[config.mk]
export PLATFORM = sky130hd
export DESIGN_NAME = player_transport_ctrl_flat
export DESIGN_NICKNAME = d
export VERILOG_FILES = /design/src/rtl/player_transport_ctrl_if.sv /design/src/rtl/player_transport_ctrl.sv /design/src/flat_wrapper.sv
export SDC_FILE = /design/constraint.sdc
export NUM_CORES = 1
export LEC_CHECK = 0
export BUFFER_PORTS_ARGS = -buffer_cell sky130_fd_sc_hd__buf_2
export CAP_MARGIN = 20
export CORE_MARGIN = 4
export CORE_UTILIZATION = 45
export CTS_BUF_LIST = sky130_fd_sc_hd__clkbuf_2 sky130_fd_sc_hd__clkbuf_4 sky130_fd_sc_hd__clkbuf_8
export DETAILED_ROUTE_END_ITERATION = 8
export PLACE_DENSITY = 0.7
export SYNTH_ARGS = -nofsm -noshare
export SYNTH_HDL_FRONTEND = slang
export SYNTH_SLANG_ARGS = --single-unit
[constraint.sdc]
create_clock -name clk -period 5.3 [get_ports clk]
set_clock_uncertainty 0.05 [all_clocks]
set_input_delay 0.265 -clock clk [delete_from_list [all_inputs] [get_ports clk]]
set_output_delay 0.265 -clock clk [all_outputs]
set_load 0.005 [all_outputs]
[src/rtl/player_transport_ctrl_if.sv]
// Signal bundle between the debounced buttons / address generator (master side)
// and the music player transport controller (slave side).
interface player_transport_ctrl_if #(
  parameter int TRACK_W = 2
);
  logic                 btn_play;
  logic                 btn_stop;
  logic                 btn_next;
  logic                 btn_prev;
  logic                 end_of_track;
  logic [21:0]          offset_addr;
  logic                 count_en;
  logic                 addr_reset;
  logic [TRACK_W-1:0]   track;
  logic                 playing;
  logic [TRACK_W+21:0]  mem_addr;

  modport master (
    output btn_play, btn_stop, btn_next, btn_prev, end_of_track, offset_addr,
    input  count_en, addr_reset, track, playing, mem_addr
  );

  modport slave (
    input  btn_play, btn_stop, btn_next, btn_prev, end_of_track, offset_addr,
    output count_en, addr_reset, track, playing, mem_addr
  );
endinterface

[src/rtl/player_transport_ctrl.sv]
// Music player transport controller: button edges -> play state and track number,
// sample-rate count_en strobe and one-cycle addr_reset pulse for the address generator.
module player_transport_ctrl #(
  parameter int CLK_HZ         = 50_000_000,
  parameter int SAMPLE_HZ      = 3000,
  parameter int NUM_TRACKS     = 4,
  parameter int TRACK_W        = 2,
  parameter int RESTART_THRESH = 9000,
  parameter int LOOP_ALL       = 1
) (
  input  logic                    clk,
  input  logic                    reset,
  player_transport_ctrl_if.slave  bus
);
  localparam int                 DIV        = CLK_HZ / SAMPLE_HZ;
  localparam int                 PW         = $clog2(DIV);
  localparam logic [PW-1:0]      PRESC_MAX  = PW'(DIV - 1);
  localparam logic [TRACK_W-1:0] LAST_TRACK = TRACK_W'(NUM_TRACKS - 1);
  localparam logic [21:0]        THRESH     = 22'(RESTART_THRESH);

  typedef enum logic [1:0] {ST_STOPPED, ST_PLAY, ST_PAUSE, ST_SWITCH} state_t;

  state_t             state, target, sw_target;
  logic [PW-1:0]      presc;
  logic [TRACK_W-1:0] track, track_nxt, track_inc, track_dec;
  logic [4:0]         btn_now, btn_q, ev;
  logic               ev_play, ev_stop, ev_next, ev_prev, ev_eot;
  logic               sw_req;
  logic               count_en_r, addr_reset_r, playing_r;

  // end_of_track is edge-detected like the buttons so a level held across SWITCH acts once.
  assign btn_now = {bus.end_of_track, bus.btn_prev, bus.btn_next, bus.btn_stop, bus.btn_play};
  assign ev      = btn_now & ~btn_q;
  assign {ev_eot, ev_prev, ev_next, ev_stop, ev_play} = ev;

  assign track_inc = (track == LAST_TRACK) ? '0 : track + TRACK_W'(1);
  assign track_dec = (track == '0) ? LAST_TRACK : track - TRACK_W'(1);

  // Event decode in priority order: end_of_track > stop > next > prev (play handled below).
  always_comb begin
    // NOTE: every always_comb output gets a default first, otherwise a latch is inferred.
    sw_req    = 1'b0;
    sw_target = ST_PLAY;
    track_nxt = track;
    case (state)
      ST_STOPPED: begin
        if (!ev_stop) begin
          if (ev_next)      track_nxt = track_inc;
          else if (ev_prev) track_nxt = track_dec;
        end
      end
      ST_PLAY, ST_PAUSE: begin
        if (state == ST_PLAY && ev_eot) begin
          sw_req    = 1'b1;
          track_nxt = track_inc;
          sw_target = (track == LAST_TRACK && LOOP_ALL == 0) ? ST_STOPPED : ST_PLAY;
        end else if (ev_stop) begin
          sw_req    = 1'b1;
          sw_target = ST_STOPPED;
        end else if (ev_next) begin
          sw_req    = 1'b1;
          sw_target = state;
          track_nxt = track_inc;
        end else if (ev_prev) begin
          sw_req    = 1'b1;
          sw_target = state;
          if (bus.offset_addr < THRESH) track_nxt = track_dec;
        end
      end
      default: ;
    endcase
  end

  always_ff @(posedge clk or posedge reset) begin
    if (reset) begin
      state        <= ST_STOPPED;
      target       <= ST_STOPPED;
      track        <= '0;
      presc        <= '0;
      btn_q        <= '0;
      count_en_r   <= 1'b0;
      addr_reset_r <= 1'b0;
      playing_r    <= 1'b0;
    end else begin
      // NOTE: non-blocking assignments only here, so every register samples pre-edge values.
      btn_q        <= btn_now;
      track        <= track_nxt;
      count_en_r   <= 1'b0;
      addr_reset_r <= 1'b0;
      if (sw_req) begin
        state        <= ST_SWITCH;
        target       <= sw_target;
        presc        <= '0;
        addr_reset_r <= 1'b1;
        playing_r    <= (sw_target == ST_PLAY);
      end else begin
        case (state)
          ST_STOPPED: begin
            if (!ev_stop) begin
              if (ev_next || ev_prev) begin
                addr_reset_r <= 1'b1;
              end else if (ev_play) begin
                state     <= ST_PLAY;
                presc     <= '0;
                playing_r <= 1'b1;
              end
            end
          end
          ST_PLAY: begin
            if (ev_play) begin
              state     <= ST_PAUSE;
              playing_r <= 1'b0;
            end else if (presc == PRESC_MAX) begin
              presc      <= '0;
              count_en_r <= 1'b1;
            end else begin
              presc <= presc + PW'(1);
            end
          end
          ST_PAUSE: begin
            if (ev_play) begin
              state     <= ST_PLAY;
              playing_r <= 1'b1;
            end
          end
          ST_SWITCH: begin
            state     <= target;
            presc     <= '0;
            playing_r <= (target == ST_PLAY);
          end
          default: state <= ST_STOPPED;
        endcase
      end
    end
  end

  assign bus.count_en   = count_en_r;
  assign bus.addr_reset = addr_reset_r;
  assign bus.track      = track;
  assign bus.playing    = playing_r;
  assign bus.mem_addr   = {track, bus.offset_addr};
endmodule

[src/flat_wrapper.sv]
// flat-port wrapper written by rule: the top's interface ports become plain ports
module player_transport_ctrl_flat 
#(
  parameter int CLK_HZ         = 50_000_000,
  parameter int SAMPLE_HZ      = 3000,
  parameter int NUM_TRACKS     = 4,
  parameter int TRACK_W        = 2,
  parameter int RESTART_THRESH = 9000,
  parameter int LOOP_ALL       = 1
)
  (clk, reset, bus_btn_play, bus_btn_stop, bus_btn_next, bus_btn_prev, bus_end_of_track, bus_offset_addr, bus_count_en, bus_addr_reset, bus_track, bus_playing, bus_mem_addr);
  player_transport_ctrl_if #(.TRACK_W(TRACK_W)) bus_i ();
  input  logic clk;
  input  logic reset;
  input wire logic [$bits(bus_i.btn_play)-1:0] bus_btn_play;
  input wire logic [$bits(bus_i.btn_stop)-1:0] bus_btn_stop;
  input wire logic [$bits(bus_i.btn_next)-1:0] bus_btn_next;
  input wire logic [$bits(bus_i.btn_prev)-1:0] bus_btn_prev;
  input wire logic [$bits(bus_i.end_of_track)-1:0] bus_end_of_track;
  input wire logic [$bits(bus_i.offset_addr)-1:0] bus_offset_addr;
  output wire logic [$bits(bus_i.count_en)-1:0] bus_count_en;
  output wire logic [$bits(bus_i.addr_reset)-1:0] bus_addr_reset;
  output wire logic [$bits(bus_i.track)-1:0] bus_track;
  output wire logic [$bits(bus_i.playing)-1:0] bus_playing;
  output wire logic [$bits(bus_i.mem_addr)-1:0] bus_mem_addr;
  assign bus_i.btn_play = bus_btn_play;
  assign bus_i.btn_stop = bus_btn_stop;
  assign bus_i.btn_next = bus_btn_next;
  assign bus_i.btn_prev = bus_btn_prev;
  assign bus_i.end_of_track = bus_end_of_track;
  assign bus_i.offset_addr = bus_offset_addr;
  assign bus_count_en = bus_i.count_en;
  assign bus_addr_reset = bus_i.addr_reset;
  assign bus_track = bus_i.track;
  assign bus_playing = bus_i.playing;
  assign bus_mem_addr = bus_i.mem_addr;
  player_transport_ctrl #(.CLK_HZ(CLK_HZ), .SAMPLE_HZ(SAMPLE_HZ), .NUM_TRACKS(NUM_TRACKS), .TRACK_W(TRACK_W), .RESTART_THRESH(RESTART_THRESH), .LOOP_ALL(LOOP_ALL)) u_core (.clk(clk), .reset(reset), .bus(bus_i));
endmodule
# Word level (Yosys, flattened, before mapping)
# Cells that the tools add are included.
[word_totals] ff_bits=29 inputBits=29 out_inout_bits=29 wordCells=89
[op_classes] add_sub_neg=3 n_lt_le_gt_ge=1 eq_ne=17 muxes=48 bitwise=2 reduce_logical=10
[ops] operator="2-to-1 mux 15 bit" n=6
[ops] operator="case mux 15 bit (3 select lines)" n=1
[ops] operator="2-to-1 mux 2 bit" n=20
[ops] operator="less-than comparator 22 x 14 -> 1 bit (second input constant)" n=1
[ops] operator="2-to-1 mux 1 bit" n=18
[ops] operator="adder 15 x 1 -> 15 bit (second input constant)" n=1
[ops] operator="== test 15 bit (second input constant)" n=1
[ops] operator="inequality test 3 x 1 -> 1 bit (second input constant)" n=3
[ops] operator="inequality test 3 bit (second input constant)" n=3
[ops] operator="inequality test 4 x 1 -> 1 bit (second input constant)" n=2
[ops] operator="case mux 2 bit (4 select lines)" n=1
[ops] operator="== test 2 x 1 -> 1 bit (second input constant)" n=3
[ops] operator="== test 2 bit (second input constant)" n=3
[ops] operator="AND reduction 6 bit" n=1
[ops] operator="bitwise AND 5 bit" n=1
[ops] operator="NOT 5 bit" n=1
[ops] operator="AND reduction 5 bit" n=1
[ops] operator="logical NOT 2 bit" n=2
[ops] operator="case mux 1 bit (4 select lines)" n=1
[ops] operator="case mux 2 bit (2 select lines)" n=1
[ops] operator="nonzero test 4 bit" n=1
[ops] operator="inequality test 3 x 2 -> 1 bit (second input constant)" n=1
[ops] operator="AND reduction 3 bit" n=1
[ops] operator="adder 2 x 1 -> 2 bit (second input constant)" n=1
[ops] operator="other kinds (6)" n=6

# Logic depth before layout (Yosys ltp)
# Gate-level depths: netlist (run 1).
[logic_depth] ltp_word=9 depth_mapped=11 depth_no_buf=7

# Least setup slack after synthesis (run 1)
# Ideal clock, no wire load.
[synth_path] path_kind="register to register" start="reg u_core.state[1]" end="reg u_core.presc[7]" setup_time_ns=0.080 t_arrival_ns=2.073 required_time_ns=5.170 setup_slack_ns=3.097 stages_incl_launch_ff=11 n_path_buf=3 synth_period_minus_slack_ns=2.203 cell_sequence="dfrtp_1 inv_1 ha_1 buf_6 and3b_1 buf_2 and2_4 nor4b_4 buf_6 nand4_1 o211ai_2"
[synth_via] elab_chain_cells=6 elab_cells_between_ends=16 classes_between="eq/ne: 7; mux: 4; reduce/logical: 5"
[synth_lines] item="start: declaration" line_no="player_transport_ctrl.sv:23" text="state_t state, target, sw_target;"
[synth_lines] item="start signal: assignment" line_no="player_transport_ctrl.sv:127" text="state <= target;"
[synth_lines] item="== test 2 x 1 -> 1 bit" line_no="player_transport_ctrl.sv:45, player_transport_ctrl.sv:53, player_transport_ctrl.sv:97"
[synth_lines] item="logical AND 1 bit" line_no="player_transport_ctrl.sv:53" text="if (state == ST_PLAY && ev_eot) begin"
[synth_lines] item="2-to-1 mux 1 bit" line_no="player_transport_ctrl.sv:53"
[synth_lines] item="2-to-1 mux 1 bit" line_no="player_transport_ctrl.sv:45" text="case (state)"
[synth_lines] item="inequality test 3 bit (no source line) (tied with other cells)"
[synth_lines] item="AND reduction 5 bit (no source line)"
[synth_lines] item="end signal: assignment" line_no="player_transport_ctrl.sv:117" text="presc <= presc + PW'(1);"
[synth_lines] item="end: declaration" line_no="player_transport_ctrl.sv:24" text="logic [PW-1:0] presc;"
# Parallel ways exist; a longest one is shown, timed or not.
# A chain may end at the register's enable or synchronous reset.

# Worst setup path after layout (run 1)
[layout_path] start="reg u_core.state[1]" end="reg u_core.presc[2]"
# Same word-level chain as after synthesis.

==> results of run 1 <==
## layer usage
layer / track usage, % / part of all wire, % / up-vias
met5: 0 / 0 / -
met4: 5.83 / 1.6 / 0
met3: 3.96 / 7.0 / 5
met2: 24.8 / 45 / 68
met1: 23.4 / 46 / 822
li1: - / - / 852
## cells by family after synthesis
kind of cell             count (synthesis)  synth area share [%]
AO/OA/AOI/OAI                           53                  18.5
XOR/XNOR                                 1                 0.424
adder cells (fa/ha/maj)                  8                  4.85
buffers and inverters                   54                  15.7
flip-flops                              29                  35.1
multiplexers                             6                  2.97
AND/OR/NAND/NOR                         77                  22.4
## cell usage after synthesis (all sizes together), types with 2 or more instances
| library cell | instances |
|---|---|
| a211oi | 11 |
| a21oi | 5 |
| and2 | 2 |
| and3 | 3 |
| buf | 30 |
| clkbuf | 4 |
| dfrtp | 29 |
| ha | 8 |
| inv | 20 |
| mux2i | 5 |
| nand2 | 14 |
| nand2b | 6 |
| nand3 | 15 |
| nand4 | 9 |
| nor2 | 6 |
| nor2b | 2 |
| nor3 | 5 |
| nor4 | 5 |
| o211ai | 3 |
| o21ai | 12 |
| o22ai | 8 |
| o311ai | 2 |
| o31ai | 4 |
| o41ai | 2 |
| or2 | 2 |
## how the worst max path moves through the flow
| stage | startpoint | end | slack (ns) |
|---|---|---|---|
| floorplan | u_core.state[1] | u_core.presc[7] | 3.10 |
| global route | u_core.state[1] | u_core.presc[2] | 2.02 |
| global placement | u_core.state[1] | u_core.presc[2] | 2.46 |
| detailed placement | u_core.state[1] | u_core.presc[2] | 2.30 |
| finish | u_core.state[1] | u_core.presc[2] | 2.30 |
| CTS | u_core.state[1] | u_core.presc[2] | 2.28 |
## flip-flops by register name, indices dropped and copies added, names as in the netlist
signal / cells
u_core.state: 2
u_core.target: 2
u_core.presc: 15
u_core.bus.count_en: 1
u_core.bus.playing: 1
u_core.btn_q: 5
u_core.bus.track: 2
u_core.bus.addr_reset: 1
## cell type report
class	instances	share of cell area (%)
multi-input cells	145	45.3
flip-flops and latches	29	32.4
repair buffers	53	12.1
clock buffers	7	4.02
inverters	20	3.35
well taps	52	2.90
## power by group through the flow
stage / logic, mW / registers (mW) / clock network, mW
floorplan: 0.476 / 0.292 / 0
global placement: 0.548 / 0.295 / 0
detailed placement: 0.556 / 0.296 / 0
CTS: 0.559 / 0.293 / 0.195
global route: 0.628 / 0.299 / 0.204
finish: 0.559 / 0.292 / 0.188
## per-stage QoR
| step | cells | util, % |
|---|---|---|
| global placement | 299 | 49.1 |
| CTS | 306 | 51.1 |
| floorplan | 228 | - |
| global route | 306 | 51.1 |
| detailed placement | 299 | 49.1 |
| finish | 306 | 51.1 |
## worst reg2reg max path: stages (launching register included)
cell and delay (ns):
dfrtp_1 0.37, inv_1 0.10, ha_1 0.29, and3b_1 0.28, and2_4 0.20, nor4b_4 0.85, nand3_2 0.40, o311ai_1 0.36
==> results by group, run 1 <==
Synthesis
  – Synth unique cells: 49
  – Biggest area consumer among synthesized cells: dfrtp_1
  – Synth warnings: 0
  – Area fraction of the dominant cell type after synthesis: between 30% and 40%
  – Number of synthesized flops with an enable pin: 0
  – Avg Synthesized Cell Area: 9.06 sq um
  – Async SR Flop Fraction: 100%
  – #FFs+latches synth: 29
  – Net Count, Synth: approximately 270
  – Top FF cell, synth: dfrtp_1
  – Register area share after synthesis: 35.1%
  – Synth Cell Area: a little over 2000 sq um
  – Synth top area cells: dfrtp_1 35%, buf_4 8.7%, ha_1 4.8%
  – Cells after Synth: approximately 230

STA
  – Max Freq: around 0.33 GHz
  – Rel. slew slack: between 30% and 40%
  – Hold Vio Cnt, Final: 9
  – Fin crit share: 56.6%
  – Worst slew pin tran: 0.955 ns
  – Setup TNS: 0 ns
  – Tmin final: 3.00 ns
  – Slack of the critical path: 2.30 ns
  – WHS: -0.00994 ns
  – RSZ-0062 raised after global routing: false
  – Slew Viols, Final: 0
  – Final setup violation count: 0

Routing
  – Final WL: 4.29 mm
  – DR iter-0 viols: around 140
  – Routed Antenna Nets: 0
  – # DRC: 0
  – DRT Pass-1 Iters: 4
  – Wirelength per Cell: roughly 14 um
  – Via density: 5.71
  – Vias post-DR: 1747

Global routing
  – Overall Global Routing Usage: 16.6%
  – Initial antenna violation count: 0
  – GR Overflow Total: 0
  – Pin count of the biggest net entering global routing: 30
  – First-pass GRT wire length: 7.32 mm
  – Vias in the first global route: 1608

Critical path
  – RR Startpoint: u_core.state[1]
  – Crit-path max FO: 17
  – Delay-heaviest family, CP: simple AND/OR/NAND/NOR gates
  – Crit path DAT: roughly 3.1 ns
  – WP buf/inv: 1
  – CP Depth: 7
  – Worst-case reg-to-reg path depth: 7
  – Crit path launch type: flip-flop
  – CP endpoint kind: flip-flop
  – R2r endpoint: u_core.presc[2]
  – Crit Path Class: reg2reg
  – Highest-delay cell along the critical path: nor4b_4
  – Worst path cell trace: inv_1 > ha_1 > and3b_1 > and2_4 > nor4b_4 > nand3_2 > o311ai_1
  – CP peak stage delay: between 0.8 and 0.9 ns
  – Worst Path Required: around 5.4 ns
  – Worst reg-to-reg setup slack: around 2.3 ns

CTS
  – Clock root buffer: clkbuf_8
  – Clk slew on worst S/H paths: ~0.060 ns
  – Clock H-tree levels: 2
  – Cts repair resizes: 0
  – TritonCTS clock tree: yes
  – CTS Hold Buffers Added: 0
  – CTS buffer count: 5
  – # clock sinks: 29
  – Clock Latency Late Sink: approximately 0.28 ns
  – Max Buffers Root-to-Sink: 2
  – # Post-CTS Setup Buffers: 0

Finish
  – Most frequent cells in the layout: 51 x buf_2, 29 x dfrtp_1, 20 x inv_1
  – Commonest non-fill, non-tap cell in the layout: buf_2
  – NumNets Final: slightly below 300
  – N_diodes: 0
  – Reg area: around 730 sq um
  – Share of layout cells above drive strength 1: 29.1%
  – Area occupied by multi-input gates: between 1000 and 1500 sq um
  – Area grow syn2layout: 8.48%
  – # fillers: between 400 and 500
  – Post-route cell area: roughly 2200 sq um

Power and ir drop
  – PwrDens: between 400 and 500 nW/um^2
  – Total chip power: ~1.0 mW
  – Reg power frac: 28.1%
  – Clock share of power: between 10% and 20%
  – Max IR drop VDD: 0.247 mV
  – Comb pwr share: 53.8%
  – Switch Pwr: between 0.4 and 0.5 mW
  – Sw Ratio: a little over two fifths
  – Total leakage power: 0.987 nW
  – Internal Dissipation: roughly 0.59 mW

Placed design
  – GPL Wtd Cong: 0.856
  – HPWL Detailed: around 3.2 mm
  – DP Area: 2150 sq um
  – Number of port buffers: 51
  – Dpl ws: around 2.3 ns

Floorplanning
  – Die area: roughly 5700 sq um
  – Die width: 75.8 um
  – FP Rows: 24
  – Die H: about 76 um
  – Top-level port count: a little under 60
  – Core Area: ~4400 sq um
  – Initial Util: approximately 47%

Status
  – Status: complete, but fails checks
  – Failing checks: hold timing

Worst hold path
  – Hold WC Path Type: in2async

Flow run
  – Number of max-cap violations: 0
No activity file was read; power rests on OpenSTA's default activity.
==> run 2: changes to the inputs <==
--- a/config.mk
+++ b/config.mk
@@ -5,6 +5,7 @@
 export SDC_FILE = /design/constraint.sdc
 export NUM_CORES = 1
 export LEC_CHECK = 0
+export ABC_AREA = 1
 export BUFFER_PORTS_ARGS = -buffer_cell sky130_fd_sc_hd__buf_2
 export CAP_MARGIN = 20
 export CORE_MARGIN = 4
==> constraint.sdc (replaced) <==
create_clock -name clk -period 2.83 [get_ports clk]
set_clock_uncertainty 0.05 [all_clocks]
set_input_delay 0.1415 -clock clk [delete_from_list [all_inputs] [get_ports clk]]
set_output_delay 0.1415 -clock clk [all_outputs]
set_load 0.005 [all_outputs]
==> run 2 against run 1 <==
The run now ends clean; register-to-register slack worse by 1.6 ns; clock power is 88% higher; combinational power is 87% lower; sequential cell count stayed put; die area is 5.9% higher; critical path depth stayed put; core utilization is 1.6 points higher; hold slack better by 0.24 ns; cell area is 11% higher; clock-buffer cell count stayed put; total power is 19% lower; largest cell class unchanged; highest routed layer unchanged.
==> results by group, run 2 <==
Placed design
  – DP Area: 2340 sq um (+8.8%)
  – HPWL Detailed: 3.29 mm (+1.8%)
  – GPL Wtd Cong: 0.906 (+5.9%)
  – Number of port buffers: 51 (unchanged)

Synthesis
  – Async SR Flop Fraction: 100% (unchanged)
  – Synth unique cells: 26 (-47%)
  – Largest family of logic cells by synthesized area: simple AND/OR/NAND/NOR gates
  – Net Count, Synth: 347 (+31%)
  – Mux cell area share after synthesis: 0% (-3.0 points)
  – Synth warnings: 0 (unchanged)
  – Compound-Gate Fraction of Synth Area: 8.23% (-10 points)
  – Number of synthesized flops with an enable pin: 0 (unchanged)
  – Simple logic cell fraction of the synthesized area: 33.0% (+11 points)
  – Cells after Synth: 310 (+36%)
  – Area fraction of the dominant cell type after synthesis: 32.9% (-2.2 points)
  – #FFs+latches synth: 29 (unchanged)
  – Biggest area consumer among synthesized cells: dfrtp_1
  – Top FF cell, synth: dfrtp_1
  – Register area share after synthesis: 32.9% (-2.2 points)
  – Post-synth top cells: 88 x nand2_1, 42 x inv_1, 33 x nor2_1, 29 x dfrtp_1, 25 x buf_4
  – Avg Synthesized Cell Area: 7.11 sq um (-22%)
  – Synth Cell Area: 2200 sq um (+6.7%)
  – Most common cell in the netlist: nand2_1
  – Synth top area cells: dfrtp_1 33%, nand2_1 15%, buf_4 8.5%
  – Adder-Cell Fraction of Synth Area: 4.54% (-0.30 points)
  – Synth Area in XOR/XNOR: 4.37% (+3.9 points)

Critical path
  – Delay-heaviest family, CP: simple AND/OR/NAND/NOR gates
  – CP peak stage delay: 0.43 ns (-0.42 ns)
  – WP buf/inv: 1 (unchanged)
  – Worst Path Required: 2.94 ns (-2.48 ns)
  – Worst path cell trace: inv_1 > ha_1 > nand4_2 > nand4_1 > nand3_4 > nand2_1 > o21ai_2
  – Crit path launch type: flip-flop
  – Crit Path Class: reg2reg
  – CP endpoint kind: flip-flop
  – Crit path DAT: 2.20 ns (-0.92 ns)
  – Highest-delay cell along the critical path: ha_1
  – Crit-path max FO: 27 (+10)

STA
  – RSZ-0062 raised after global routing: false
  – Hold Vio Cnt, Final: 0 (-9)
  – Slew Viols, Final: 0 (unchanged)
  – Worst slew pin tran: 0.489 ns (-0.465 ns)
  – Setup TNS: 0 ns (unchanged)
  – Max Freq: 0.478 GHz (+43%)
  – Rel. slew slack: 67.4% (+31 points)
  – Tmin final: 2.09 ns (-0.905 ns)
  – WHS: 0.233 ns (+0.243 ns)
  – Final setup violation count: 0 (unchanged)
  – Fin crit share: 74.0% (+17 points)

Global routing
  – Initial antenna violation count: 0 (unchanged)
  – GR met2 Demand/Resource: 25.7% (+0.88 points)
  – Overall Global Routing Usage: 15.3% (-1.3 points)
  – First-pass GRT wire length: 7.50 mm (+2.5%)
  – GR Overflow Total: 0 (unchanged)
  – Met1 Track Usage GR: 18.9% (-4.5 points)
  – Pin count of the biggest net entering global routing: 30 (unchanged)
  – Vias in the first global route: 1768 (+10%)
  – M3 GR Usage: 3.48% (-0.48 points)
  – Global routing's busiest layer: met2

Routing
  – Via density: 4.64 (-19%)
  – Vias post-DR: 1925 (+10%)
  – DRT Pass-1 Iters: 4 (unchanged)
  – # DRC: 0 (unchanged)
  – Wirelength per Cell: 10.3 um (-26%)
  – Final WL: 4.28 mm (-0.21%)
  – Routed Antenna Nets: 0 (unchanged)
  – DR iter-0 viols: 62 (-57%)

Finish
  – Largest register by flop count: u_core.presc
  – Area grow syn2layout: 13.0%
  – Flip-flop count of the largest register after layout: 15 (unchanged)
  – NumNets Final: 385 (+32%)
  – Most frequent cells in the layout: 88 x nand2_1, 51 x buf_2, 42 x inv_1
  – Biggest regs: u_core.presc (15), u_core.btn_q (5)
  – Share of layout cells above drive strength 1: 24.1% (-5.0 points)
  – # fillers: 465 (+14%)
  – Utilization of the core after routing: 52.7% (+1.6 points)
  – Post-route cell area: 2490 sq um (+11%)
  – N_diodes: 0 (unchanged)
  – Commonest non-fill, non-tap cell in the layout: nand2_1

Power and ir drop
  – Total leakage power: 1.31 nW (+32%)
  – Max IR drop VDD: 0.222 mV (-10%)
  – PwrDens: 340 nW/um^2 (-27%)

Flow run
  – Number of max-cap violations: 0 (unchanged)

Floorplanning
  – Die area: 6080 sq um (+5.9%)
  – Top-level port count: 58 (unchanged)
  – Die width: 78.0 um (+2.9%)
  – Die H: 78.0 um (+2.9%)
  – Initial Util: 46.6% (-0.47 points)
  – Core Area: 4720 sq um (+7.7%)
  – FP Rows: 25 (+4.2%)

CTS
  – CTS buffer count: 5 (unchanged)
  – # Post-CTS Setup Buffers: 0 (unchanged)
  – Clock root buffer: clkbuf_8
  – # clock sinks: 29 (unchanged)
  – Clock Latency Late Sink: 0.28 ns (about the same)
  – TritonCTS clock tree: yes
  – Max Buffers Root-to-Sink: 2 (unchanged)
  – Clock H-tree levels: 2 (unchanged)
  – Clk slew on worst S/H paths: 0.06 ns (about the same)

Status
  – Status: complete, no violations

Worst hold path
  – Hold WC Path Type: in2out
## run 2: area by class of cell
cell class / instances / area, sq um / area share, %
Inverter: 43 / 163 / 6.53
Multi-Input combinational cell: 211 / 1100 / 44.4
Sequential cell: 29 / 726 / 29.1
Tap cell: 67 / 83.8 / 3.37
Timing Repair Buffer: 58 / 323 / 13.0
Clock buffer: 7 / 90.1 / 3.62
## run 2: path summary, 6_finish.rpt
path,from,to,slack [ns],cells past startpoint
worst max-delay path,u_core.state[0],u_core.presc[4],0.74,7
worst min-delay path,bus_offset_addr[1],bus_mem_addr[1],0.23,0
worst max register to register,u_core.state[0],u_core.presc[4],0.74,7
worst min register to register,u_core.bus.playing,u_core.bus.playing,0.46,2
max in group asynchronous,reset,u_core.presc[9],2.03,4
min in group asynchronous,reset,u_core.btn_q[4],0.43,4
## run 2: routing by layer
metal / share of wire (%) / routed length [um] / vias up
met5: 0 / 0 / -
met4: 1.7 / 74 / 0
met3: 6.3 / 270 / 8
met2: 46 / 1960 / 50
met1: 46 / 1970 / 854
li1: - / - / 1013
## run 2: kinds of logic (layout without fill, tap and decap cells)
group           count (synthesis)  count (layout)
flops                          29              29
simple gates                  165             165
buf+inv                        70             108
compound gates                 27              27
xor+xnor                       11              11
fa+ha+maj                       8               8
## run 2: power breakdown
group	switching, mW	total, mW	leakage [nW]	internal, mW
registers	0.00179	0.420	0.373	0.418
logic	0.0373	0.0715	0.886	0.0342
clock network	0.152	0.354	0.0477	0.202
total	0.191	0.846	1.31	0.655
## run 2: per-stage QoR
| stage | total power [mW] | setup WS, ns | instances |
|---|---|---|---|
| 2_1_floorplan | 0.475 | 1.06 | 310 |
| 3_3_place_gp | 0.493 | 0.801 | 402 |
| 3_5_place_dp | 0.493 | 0.741 | 402 |
| 4_1_cts | 0.859 | 0.715 | 415 |
| 5_1_grt | 0.886 | 0.507 | 415 |
| 6_report | 0.846 | 0.736 | 415 |
## run 2: timing repair
action,4_1_cts,5_1_grt
resized for setup,0,0
hold endpoints to repair,34,0
hold buffers,6,0
